==> config.mk <==
export PLATFORM = sky130hd
export DESIGN_NAME = morra_cinese_param_flat
export DESIGN_NICKNAME = d
export VERILOG_FILES = /design/src/rtl/morra_cinese_param_if.sv /design/src/rtl/morra_cinese_param.sv /design/src/flat_wrapper.sv
export SDC_FILE = /design/constraint.sdc
export NUM_CORES = 1
export LEC_CHECK = 0
export ABC_AREA = 0
export CAP_MARGIN = 25
export CORE_ASPECT_RATIO = 0.8
export CORE_MARGIN = 2
export CORE_UTILIZATION = 26
export DETAILED_ROUTE_END_ITERATION = 8
export PLACE_DENSITY = 0.43
export SETUP_SLACK_MARGIN = 0.2
export SLEW_MARGIN = 30
export SYNTH_ARGS = -nofsm -noshare
export SYNTH_HDL_FRONTEND = slang
export SYNTH_SLANG_ARGS = --single-unit
==> constraint.sdc <==
create_clock -name clk -period 3.4 [get_ports clk]
set_input_delay 0.68 -clock clk [delete_from_list [all_inputs] [get_ports clk]]
set_output_delay 0.68 -clock clk [all_outputs]
set_load 0.02 [all_outputs]
==> src/rtl/morra_cinese_param_if.sv <==
// Move/result bundle between the player decoders, the match controller
// and the display/scoreboard logic.
interface morra_cinese_param_if #(
    parameter int CNT_W = 5
);
    logic [1:0]       PRIMO;
    logic [1:0]       SECONDO;
    logic             INIZIA;
    logic [1:0]       MANCHE;
    logic [1:0]       PARTITA;
    logic [CNT_W-1:0] PT1;
    logic [CNT_W-1:0] PT2;
    logic [CNT_W-1:0] ROUND;
    logic             BUSY;

    modport master (
        output PRIMO, SECONDO, INIZIA,
        input  MANCHE, PARTITA, PT1, PT2, ROUND, BUSY
    );

    modport slave (
        input  PRIMO, SECONDO, INIZIA,
        output MANCHE, PARTITA, PT1, PT2, ROUND, BUSY
    );
endinterface

==> src/rtl/morra_cinese_param.sv <==
// Parametrised rock-paper-scissors match controller: IDLE/PLAY/OVER FSM,
// per-manche scoring, optional repeat-ban on the last winning move, and
// early (margin) or full-length match termination.
module morra_cinese_param #(
    parameter int MAX_BASE   = 4,
    parameter int MIN_ROUNDS = 4,
    parameter int WIN_MARGIN = 2,
    parameter int CNT_W      = 5,
    parameter int BAN_EN     = 1
) (
    input logic                  clk,
    input logic                  rst_n,
    morra_cinese_param_if.slave  bus
);
    typedef enum logic [1:0] {S_IDLE, S_PLAY, S_OVER} state_t;

    localparam logic [CNT_W-1:0]   BASE  = CNT_W'(MAX_BASE);
    localparam logic [CNT_W-1:0]   MIN_R = CNT_W'(MIN_ROUNDS);
    localparam logic signed [CNT_W:0] MARG = (CNT_W+1)'(WIN_MARGIN);

    state_t           state;
    logic [CNT_W-1:0] max_r, pt1_q, pt2_q, round_q;
    logic [1:0]       ban1, ban2, manche_q, partita_q;
    logic             busy_q;

    logic             invalid, draw, p1_wins;
    logic [CNT_W-1:0] pt1_n, pt2_n, round_n;
    logic signed [CNT_W:0] diff;
    logic             margin_end, max_end;
    logic [1:0]       leader;

    // Score the current moves against the current counts; used only on a
    // valid manche in PLAY.
    always_comb begin
        p1_wins = (bus.PRIMO == 2'b01 && bus.SECONDO == 2'b11) ||
                  (bus.PRIMO == 2'b10 && bus.SECONDO == 2'b01) ||
                  (bus.PRIMO == 2'b11 && bus.SECONDO == 2'b10);
        draw    = (bus.PRIMO == bus.SECONDO);
        // A ban value of 00 never matches a legal move, so no separate
        // "ban active" flag is needed.
        invalid = (bus.PRIMO == 2'b00) || (bus.SECONDO == 2'b00) ||
                  ((BAN_EN != 0) && ((bus.PRIMO == ban1) || (bus.SECONDO == ban2)));
        pt1_n   = pt1_q;
        pt2_n   = pt2_q;
        round_n = round_q + 1'b1;
        if (!draw) begin
            if (p1_wins) pt1_n = pt1_q + 1'b1;
            else         pt2_n = pt2_q + 1'b1;
        end
        diff       = $signed({1'b0, pt1_n}) - $signed({1'b0, pt2_n});
        margin_end = (round_n >= MIN_R) && ((diff >= MARG) || (diff <= -MARG));
        max_end    = (round_n == max_r);
        if (pt1_n > pt2_n)      leader = 2'b01;
        else if (pt2_n > pt1_n) leader = 2'b10;
        else                    leader = 2'b11;
    end

    // Match FSM with all outputs registered.
    always_ff @(posedge clk or negedge rst_n) begin
        if (!rst_n) begin
            state     <= S_IDLE;
            max_r     <= '0;
            pt1_q     <= '0;
            pt2_q     <= '0;
            round_q   <= '0;
            ban1      <= 2'b00;
            ban2      <= 2'b00;
            manche_q  <= 2'b00;
            partita_q <= 2'b00;
            busy_q    <= 1'b0;
        end else if (bus.INIZIA) begin
            // Start/restart wins over any manche on this edge.
            state     <= S_PLAY;
            max_r     <= CNT_W'({bus.PRIMO, bus.SECONDO}) + BASE;
            pt1_q     <= '0;
            pt2_q     <= '0;
            round_q   <= '0;
            ban1      <= 2'b00;
            ban2      <= 2'b00;
            manche_q  <= 2'b00;
            partita_q <= 2'b00;
            busy_q    <= 1'b1;
        end else if (state != S_PLAY || invalid) begin
            manche_q <= 2'b00;
        end else begin
            round_q <= round_n;
            pt1_q   <= pt1_n;
            pt2_q   <= pt2_n;
            if (draw) begin
                manche_q <= 2'b11;
                ban1     <= 2'b00;
                ban2     <= 2'b00;
            end else if (p1_wins) begin
                manche_q <= 2'b01;
                ban1     <= (BAN_EN != 0) ? bus.PRIMO : 2'b00;
                ban2     <= 2'b00;
            end else begin
                manche_q <= 2'b10;
                ban1     <= 2'b00;
                ban2     <= (BAN_EN != 0) ? bus.SECONDO : 2'b00;
            end
            if (margin_end || max_end) begin
                state     <= S_OVER;
                partita_q <= leader;
                busy_q    <= 1'b0;
            end
        end
    end

    assign bus.MANCHE  = manche_q;
    assign bus.PARTITA = partita_q;
    assign bus.PT1     = pt1_q;
    assign bus.PT2     = pt2_q;
    assign bus.ROUND   = round_q;
    assign bus.BUSY    = busy_q;
endmodule

==> src/flat_wrapper.sv <==
// flat-port wrapper written by rule: the top's interface ports become plain ports
module morra_cinese_param_flat 
#(
    parameter int MAX_BASE   = 4,
    parameter int MIN_ROUNDS = 4,
    parameter int WIN_MARGIN = 2,
    parameter int CNT_W      = 5,
    parameter int BAN_EN     = 1
)
  (clk, rst_n, bus_PRIMO, bus_SECONDO, bus_INIZIA, bus_MANCHE, bus_PARTITA, bus_PT1, bus_PT2, bus_ROUND, bus_BUSY);
  morra_cinese_param_if #(.CNT_W(CNT_W)) bus_i ();
  input logic clk;
  input logic rst_n;
  input wire logic [$bits(bus_i.PRIMO)-1:0] bus_PRIMO;
  input wire logic [$bits(bus_i.SECONDO)-1:0] bus_SECONDO;
  input wire logic [$bits(bus_i.INIZIA)-1:0] bus_INIZIA;
  output wire logic [$bits(bus_i.MANCHE)-1:0] bus_MANCHE;
  output wire logic [$bits(bus_i.PARTITA)-1:0] bus_PARTITA;
  output wire logic [$bits(bus_i.PT1)-1:0] bus_PT1;
  output wire logic [$bits(bus_i.PT2)-1:0] bus_PT2;
  output wire logic [$bits(bus_i.ROUND)-1:0] bus_ROUND;
  output wire logic [$bits(bus_i.BUSY)-1:0] bus_BUSY;
  assign bus_i.PRIMO = bus_PRIMO;
  assign bus_i.SECONDO = bus_SECONDO;
  assign bus_i.INIZIA = bus_INIZIA;
  assign bus_MANCHE = bus_i.MANCHE;
  assign bus_PARTITA = bus_i.PARTITA;
  assign bus_PT1 = bus_i.PT1;
  assign bus_PT2 = bus_i.PT2;
  assign bus_ROUND = bus_i.ROUND;
  assign bus_BUSY = bus_i.BUSY;
  morra_cinese_param #(.MAX_BASE(MAX_BASE), .MIN_ROUNDS(MIN_ROUNDS), .WIN_MARGIN(WIN_MARGIN), .CNT_W(CNT_W), .BAN_EN(BAN_EN)) u_core (.clk(clk), .rst_n(rst_n), .bus(bus_i));
endmodule
==> results.md, run 1 <==
* Met3 WL at 160 microns
* Cell Pwr Density at 402 mW/mm^2
* Main synth FF type: dfrtp_1
* R2r startpoint: u_core.bus.PT1[0]$_DFFE_PN0P_
* Final Setup Violations at 3
* Fin Setup TNS at -0.213 ns
* Core box area at 0.00739 sq mm
* CTS buffer count at 5
* Yosys reg bits at 30
* Status: complete, but fails checks
* Syn Inst Count at 196
* Reg clk slew, reported paths at 0.07 ns
* Hold_sp: u_core.state[0]$_DFFE_PN0P_
* Max Freq at 285 MHz
* Minimum clock period at 3.51 ns
* Fin crit share at 1.03
* Metal2 WL at 2100 microns
* Storage cell area at 751 sq um
* Final nets at 283
* Ys async rst share at 1.00
* Worst path cell trace: buf_6 -> buf_8 -> ha_4 -> mux2_4 -> a221oi_4 -> buf_6 -> buf_4 -> nand4_4 -> xor2_2 -> ha_4 -> nor2_1 -> or3_1 -> a211o_1 -> a31oi_4 -> mux2_4
* Syn avg cell area at 10.1 sq um
* CTS root buffer: clkbuf_8
* Worst Hold Depth at 1
* DP HPWL at 3540 microns
* GRT Total Usage at 0.135
* First DRT Iteration DRCs at 58
* Worst EP required at 3.57 ns
* Unrepaired setup endpoints after global routing: true
* Die area at 0.00832 sq mm
* Leak at 1.26 nW
* Critical Path Max Stage Delay at 0.36 ns
* Top routing layer in use: met4
* Skew-Pair Late Insertion Delay at 0.28 ns
* Worst-margin pin slew at 0.737 ns
* # DRC at 0
* # fillers at 748
* Post-Synthesis Net Count at 217
* Combinational power share at 0.386
* Yosys Warn Count at 0
* H-tree depth at 2
* Hold Slack at 0.526 ns
* Worst vdd ir at 160 uV
* Syn-to-layout area delta at 48.7%
* Slew Viols, Final at 0
* Failing checks: negative setup slack
* Setup crit start kind: input pin
* Reg2Reg Depth at 11
* Netlist cell types at 49
* Layout cell share with drive strength beyond 1 at 0.342
* Rel. slew slack at 0.507
* Die Width at 101 microns
* CTS tree: done
* Worst setup EP type: flop
* CTS sink cnt at 30
* Io pins at 27
* Initial antenna violation count at 0
* Vias per cell at 4.39
* Multi-input logic area at 0.00134 sq mm
* Flop pwr share at 0.352
* Reg-to-reg endpoint: u_core.bus.PARTITA[0]$_DFFE_PN0P_
* Initial Util at 0.267
* PortBufs at 26
* Worst reg2reg setup slack at 0.57 ns
* Switch Pwr at 0.399 mW
* Number of global-route vias before repair at 1627
* Seq/Total Area, Yosys at 0.380
* Largest net degree at the start of global routing at 31
* Gr ovfl total at 0
* Max-Cap Viols at 0
* Post-synth EDFFs at 0
* Clk_skew at 0.00671 ns
* # rows at 28
* HP Class: reg -> reg
* Drt pass-1 iters at 4
* Routability cong. at 0.765
* Hold Fails Final Rpt at 0
* Vias post-DR at 1616
* Crit-path slowest cell: or3_1
* Arrival time at the worst endpoint at 3.68 ns
* Routed length on met1 at 2690 microns
* Total wire length at 4960 microns
* Synth area leader: dfrtp_1
* Final worst slack at -0.114 ns
* Internal power at 0.783 mW
* Wire per inst at 13.5 microns
* Post-synth top area share at 0.380
* Largest cells by area after synthesis: dfrtp_1 38%, ha_1 8.2%, xnor2_1 6.6%, xor2_1 6.6%, nor2_1 3.4%
* Die extent in y at 82.0 microns
* Hold endpoint: u_core.state[0]$_DFFE_PN0P_
* Post-DRT Antenna Nets at 0
* Crit path buf inv count at 4
* CP Max Fanout at 5
* Post-Syn Area at 0.00198 sq mm
* Diode count at 0
* Sw frac at 0.338
* Critical path class: in -> reg
* Power share of the clock group at 0.262
* Top delay family on crit path: compound AO/OA/AOI/OAI gates
* Clock buffer depth at 2
* Global-route wire length before repair at 8510 microns
what timing repair did:
item | 4_1_cts | 5_1_grt
setup endpoints to repair | 4 | 4
gates resized for setup | 24 | 19
pin swaps | 12 | 8
buffers inserted | 7 | 1
hold buffers | 0 | 0
power groups by stage:
stage	Sequential [mW]	Clock, mW	Combinational, mW
finish	0.416	0.310	0.457
global route	0.421	0.335	0.505
CTS	0.415	0.320	0.443
detailed placement	0.421	0	0.402
global placement	0.420	0	0.403
floorplan	0.431	0	0.222
worst register-to-register path: stages (launching register included):
cell and delay [ns]:
dfrtp_1 0.47, ha_1 0.33, mux2i_2 0.07, buf_4 0.15
buf_4 0.13, fa_2 0.39, nand2b_4 0.16, a21oi_4 0.16
xor2_2 0.10, a211o_1 0.26, a31oi_4 0.19, mux2_4 0.31
synth_stat cells (2+ instances only):
master	count
dfrtp_1	30
nor2_1	18
xnor2_1	15
xor2_1	15
ha_1	13
a21oi_1	10
nand2_1	9
nand3_1	6
or3_1	6
clkbuf_1	5
inv_1	5
mux2_2	5
o21ai_0	5
a22oi_1	4
nand2b_1	4
and2_1	3
mux2i_1	3
nand4_1	3
a211o_1	2
a211oi_1	2
a21boi_1	2
buf_2	2
nor3_1	2
nor4_1	2
layout by cell type, fill, tap and decap left out, types with 6 or more instances in the layout:
cell type	instances
xor2_1	12
buf_4	37
a21oi_1	8
nand3_1	6
ha_1	8
clkbuf_8	6
or3_1	6
clkdlybuf4s50_1	22
xnor2_1	12
dfrtp_1	30
nand2_1	9
nor2_1	15
sequential cells by signal, summed over array words and instances (netlist names):
signal and flops:
u_core.bus.PT2 5, u_core.ban2 2, u_core.bus.ROUND 5, u_core.bus.PARTITA 2
u_core.bus.MANCHE 2, u_core.bus.PT1 5, u_core.ban1 2, u_core.max_r 5
u_core.state 2
stage by stage:
stage	instances	setup slack (ns)	area, sq um	utilization	power, mW
detailed placement	352	-1.00	2630	0.356	0.823
finish	368	-0.114	2940	0.398	1.18
global placement	352	-0.949	2630	0.356	0.824
CTS	367	-0.125	2830	0.382	1.18
global route	368	-0.207	2940	0.398	1.26
floorplan	196	-0.256	2030	-	0.653
cell families after synthesis:
group	after synthesis	share of synthesized area
XOR/XNOR	30	0.133
multiplexers	10	0.0570
buffers and inverters	14	0.0316
flip-flops	30	0.380
adder cells (fa/ha/maj)	14	0.0924
AO/OA/AOI/OAI	35	0.135
AND/OR/NAND/NOR	63	0.171
metal layers:
layer  vias up  global-route usage
li1        820                   -
met1       772               0.199
met2        22               0.201
met3         2              0.0281
met4         0              0.0284
met5         -                   0
worst max path at each step:
stage | start | to | depth (start not counted)
finish | bus_PRIMO[1] | u_core.bus.PARTITA[0]$_DFFE_PN0P_ | 15
CTS | bus_PRIMO[1] | u_core.bus.PARTITA[0]$_DFFE_PN0P_ | 15
global placement | bus_PRIMO[0] | u_core.bus.PARTITA[0]$_DFFE_PN0P_ | 14
detailed placement | bus_PRIMO[0] | u_core.bus.PARTITA[0]$_DFFE_PN0P_ | 14
floorplan | bus_SECONDO[0] | u_core.bus.PARTITA[0]$_DFFE_PN0P_ | 12
global route | bus_PRIMO[1] | u_core.bus.PARTITA[0]$_DFFE_PN0P_ | 15
final cells by class:
class | instances | area share
timing repair buffer | 68 | 0.201
clock inverter | 1 | 0.00170
tap | 105 | 0.0447
sequential | 30 | 0.255
clock buffer | 7 | 0.0294
inverter | 5 | 0.0106
multi-input combinational | 152 | 0.457
No activity file was read; power rests on OpenSTA's default activity.
==> inputs of run 2 (changes only) <==
- CTS_BUF_LIST: unset -> sky130_fd_sc_hd__clkbuf_8
- GPL_TIMING_DRIVEN: unset -> 0
==> results.md, run 2 (synthesized netlist as in run 1, its figures left out) <==
* Most common cell after layout, fill and taps aside: dfrtp_1
* Io pins at 27
* Top routing layer in use: met4
* Fin crit share at 1.01
* DP HPWL at 3560 microns
* Failing checks: negative setup slack
* Top delay family on crit path: compound AO/OA/AOI/OAI gates
* Post-CTS Hold Buffers at 0
* Die Width at 101 microns
* Most frequent cells in the layout: 30 x dfrtp_1, 21 x clkdlybuf4s50_1, 17 x nor2_1
* CP Max Fanout at 5
* CTS tree: done
* Slew Viols, Final at 0
* Final worst slack at -0.0500 ns
* Worst-margin pin slew at 0.689 ns
* GRT Total Usage at 0.136
* Reg2Reg Depth at 10
* Worst setup EP type: flop
* Max-Cap Viols at 0
* Internal power at 0.742 mW
* H-tree depth at 2
* Sw frac at 0.339
* Max Freq at 290 MHz
* Total wire length at 5050 microns
* Setup crit start kind: input pin
* Switch Pwr at 0.381 mW
* CTS root buffer: clkbuf_8
* Minimum clock period at 3.45 ns
* Crit-path slowest cell: or3_1
* # rows at 28
* Status: complete, but fails checks
* Critical Path Max Stage Delay at 0.35 ns
* Clk_skew at 0.00460 ns
* Worst EP required at 3.57 ns
* Crit-path most repeated cell: mux2_4
* CTS buffer count at 5
* Worst vdd ir at 156 uV
* Core box area at 0.00739 sq mm
* Flop pwr share at 0.371
* Leak at 1.12 nW
* Worst path cell trace: buf_12 -> ha_4 -> mux2_4 -> a221oi_4 -> buf_6 -> buf_4 -> nand4_4 -> xor2_1 -> ha_1 -> or3_1 -> a211o_1 -> a31oi_4 -> mux2_4
* Arrival time at the worst endpoint at 3.62 ns
* Layout cell share with drive strength beyond 1 at 0.228
* Worst slack, placed at -1.42 ns
* Rel. slew slack at 0.538
* R2r startpoint: u_core.bus.PT1[0]$_DFFE_PN0P_
* Die area at 0.00832 sq mm
* Die extent in y at 82.0 microns
* Diode count at 0
* Final nets at 263
* CTS sink cnt at 30
* Cell Pwr Density at 417 mW/mm^2
* Power share of the clock group at 0.259
* # DRC at 0
* Critical path class: in -> reg
* First DRT Iteration DRCs at 61
* Crit path buf inv count at 3
* Vias per cell at 4.53
* Final Setup Violations at 2
* Combinational power share at 0.370
* Clock buffer depth at 2
* Metal2 WL at 2150 microns
* PortBufs at 24
* Routability cong. at 0.717
* Drt pass-1 iters at 4
* Global-route wire length before repair at 8500 microns
* Routed length on met1 at 2630 microns
* Vias post-DR at 1567
* Hold Fails Final Rpt at 0
* Number of global-route vias before repair at 1616
* Reg clk slew, reported paths at 0.07 ns
* Reg-to-reg endpoint: u_core.bus.PARTITA[0]$_DFFE_PN0P_
* Post-DRT Antenna Nets at 0
* HP Class: in -> async
* Largest net degree at the start of global routing at 22
* Wire per inst at 14.6 microns
* Hold Slack at 0.279 ns
* Unrepaired setup endpoints after global routing: true
* Skew-Pair Late Insertion Delay at 0.28 ns
* Gr ovfl total at 0
* Initial Util at 0.267
* Met3 WL at 186 microns
* Worst reg2reg setup slack at 0.52 ns
* Syn-to-layout area delta at 36.1%
* Initial antenna violation count at 0
## run 2: cell count changes in the layout (fill, tap and decap cells not counted), sizes merged
cell,previous run,this run
dlygate4sd2,2,0
clkbuf,7,11
clkinv,1,0
buf,44,22
clkdlybuf4s50,22,21
## run 2: area by class of cell
| cell class | instances | area (sq um) |
|---|---|---|
| Multi-Input combinational cell | 152 | 1260 |
| Timing Repair Buffer | 39 | 387 |
| Sequential cell | 30 | 751 |
| Clock buffer | 6 | 82.6 |
| Inverter | 5 | 31.3 |
| Fill cell | 767 | 4700 |
| Buffer | 9 | 47.5 |
| Tap cell | 105 | 131 |
## run 2: metal layers
metal	global-route usage	vias up
li1	-	778
met1	0.199	751
met2	0.197	31
met3	0.0289	7
met4	0.0473	0
met5	0	-
## run 2: stage by stage
stage / utilization / setup TNS (ns) / area, sq um / instances / total power, mW
floorplan: - / -0.408 / 2030 / 196 / 0.653
global placement: 0.325 / -5.34 / 2400 / 325 / 0.763
detailed placement: 0.328 / -5.11 / 2420 / 326 / 0.764
CTS: 0.363 / -0.0300 / 2690 / 346 / 1.13
global route: 0.364 / -0.477 / 2690 / 346 / 1.20
finish: 0.364 / -0.0661 / 2690 / 346 / 1.12
## run 2: power by group through the flow
stage | Sequential (mW) | Combinational [mW] | Clock (mW)
CTS | 0.417 | 0.412 | 0.302
floorplan | 0.431 | 0.222 | 0
global placement | 0.420 | 0.343 | 0
detailed placement | 0.420 | 0.344 | 0
finish | 0.417 | 0.415 | 0.291
global route | 0.421 | 0.456 | 0.324
## run 2: worst max-delay path by stage
stage	startpoint	endpoint	slack [ns]	cells past startpoint
floorplan	bus_SECONDO[0]	u_core.bus.PARTITA[0]$_DFFE_PN0P_	-0.26	12
global placement	bus_PRIMO[1]	u_core.bus.PARTITA[0]$_DFFE_PN0P_	-1.45	13
detailed placement	bus_PRIMO[1]	u_core.bus.PARTITA[0]$_DFFE_PN0P_	-1.42	13
CTS	bus_PRIMO[1]	u_core.bus.PARTITA[0]$_DFFE_PN0P_	-0.03	15
global route	bus_PRIMO[0]	u_core.bus.PARTITA[0]$_DFFE_PN0P_	-0.15	14
finish	bus_PRIMO[1]	u_core.bus.PARTITA[0]$_DFFE_PN0P_	-0.05	13
## run 2: timing repair
| item | in CTS | in global routing |
|---|---|---|
| setup endpoints to repair | 4 | 4 |
| cloned | 0 | 0 |
| hold endpoints to repair | 0 | 0 |
| resized for setup | 29 | 2 |
| pin swaps | 14 | 6 |
| setup buffers | 14 | 0 |
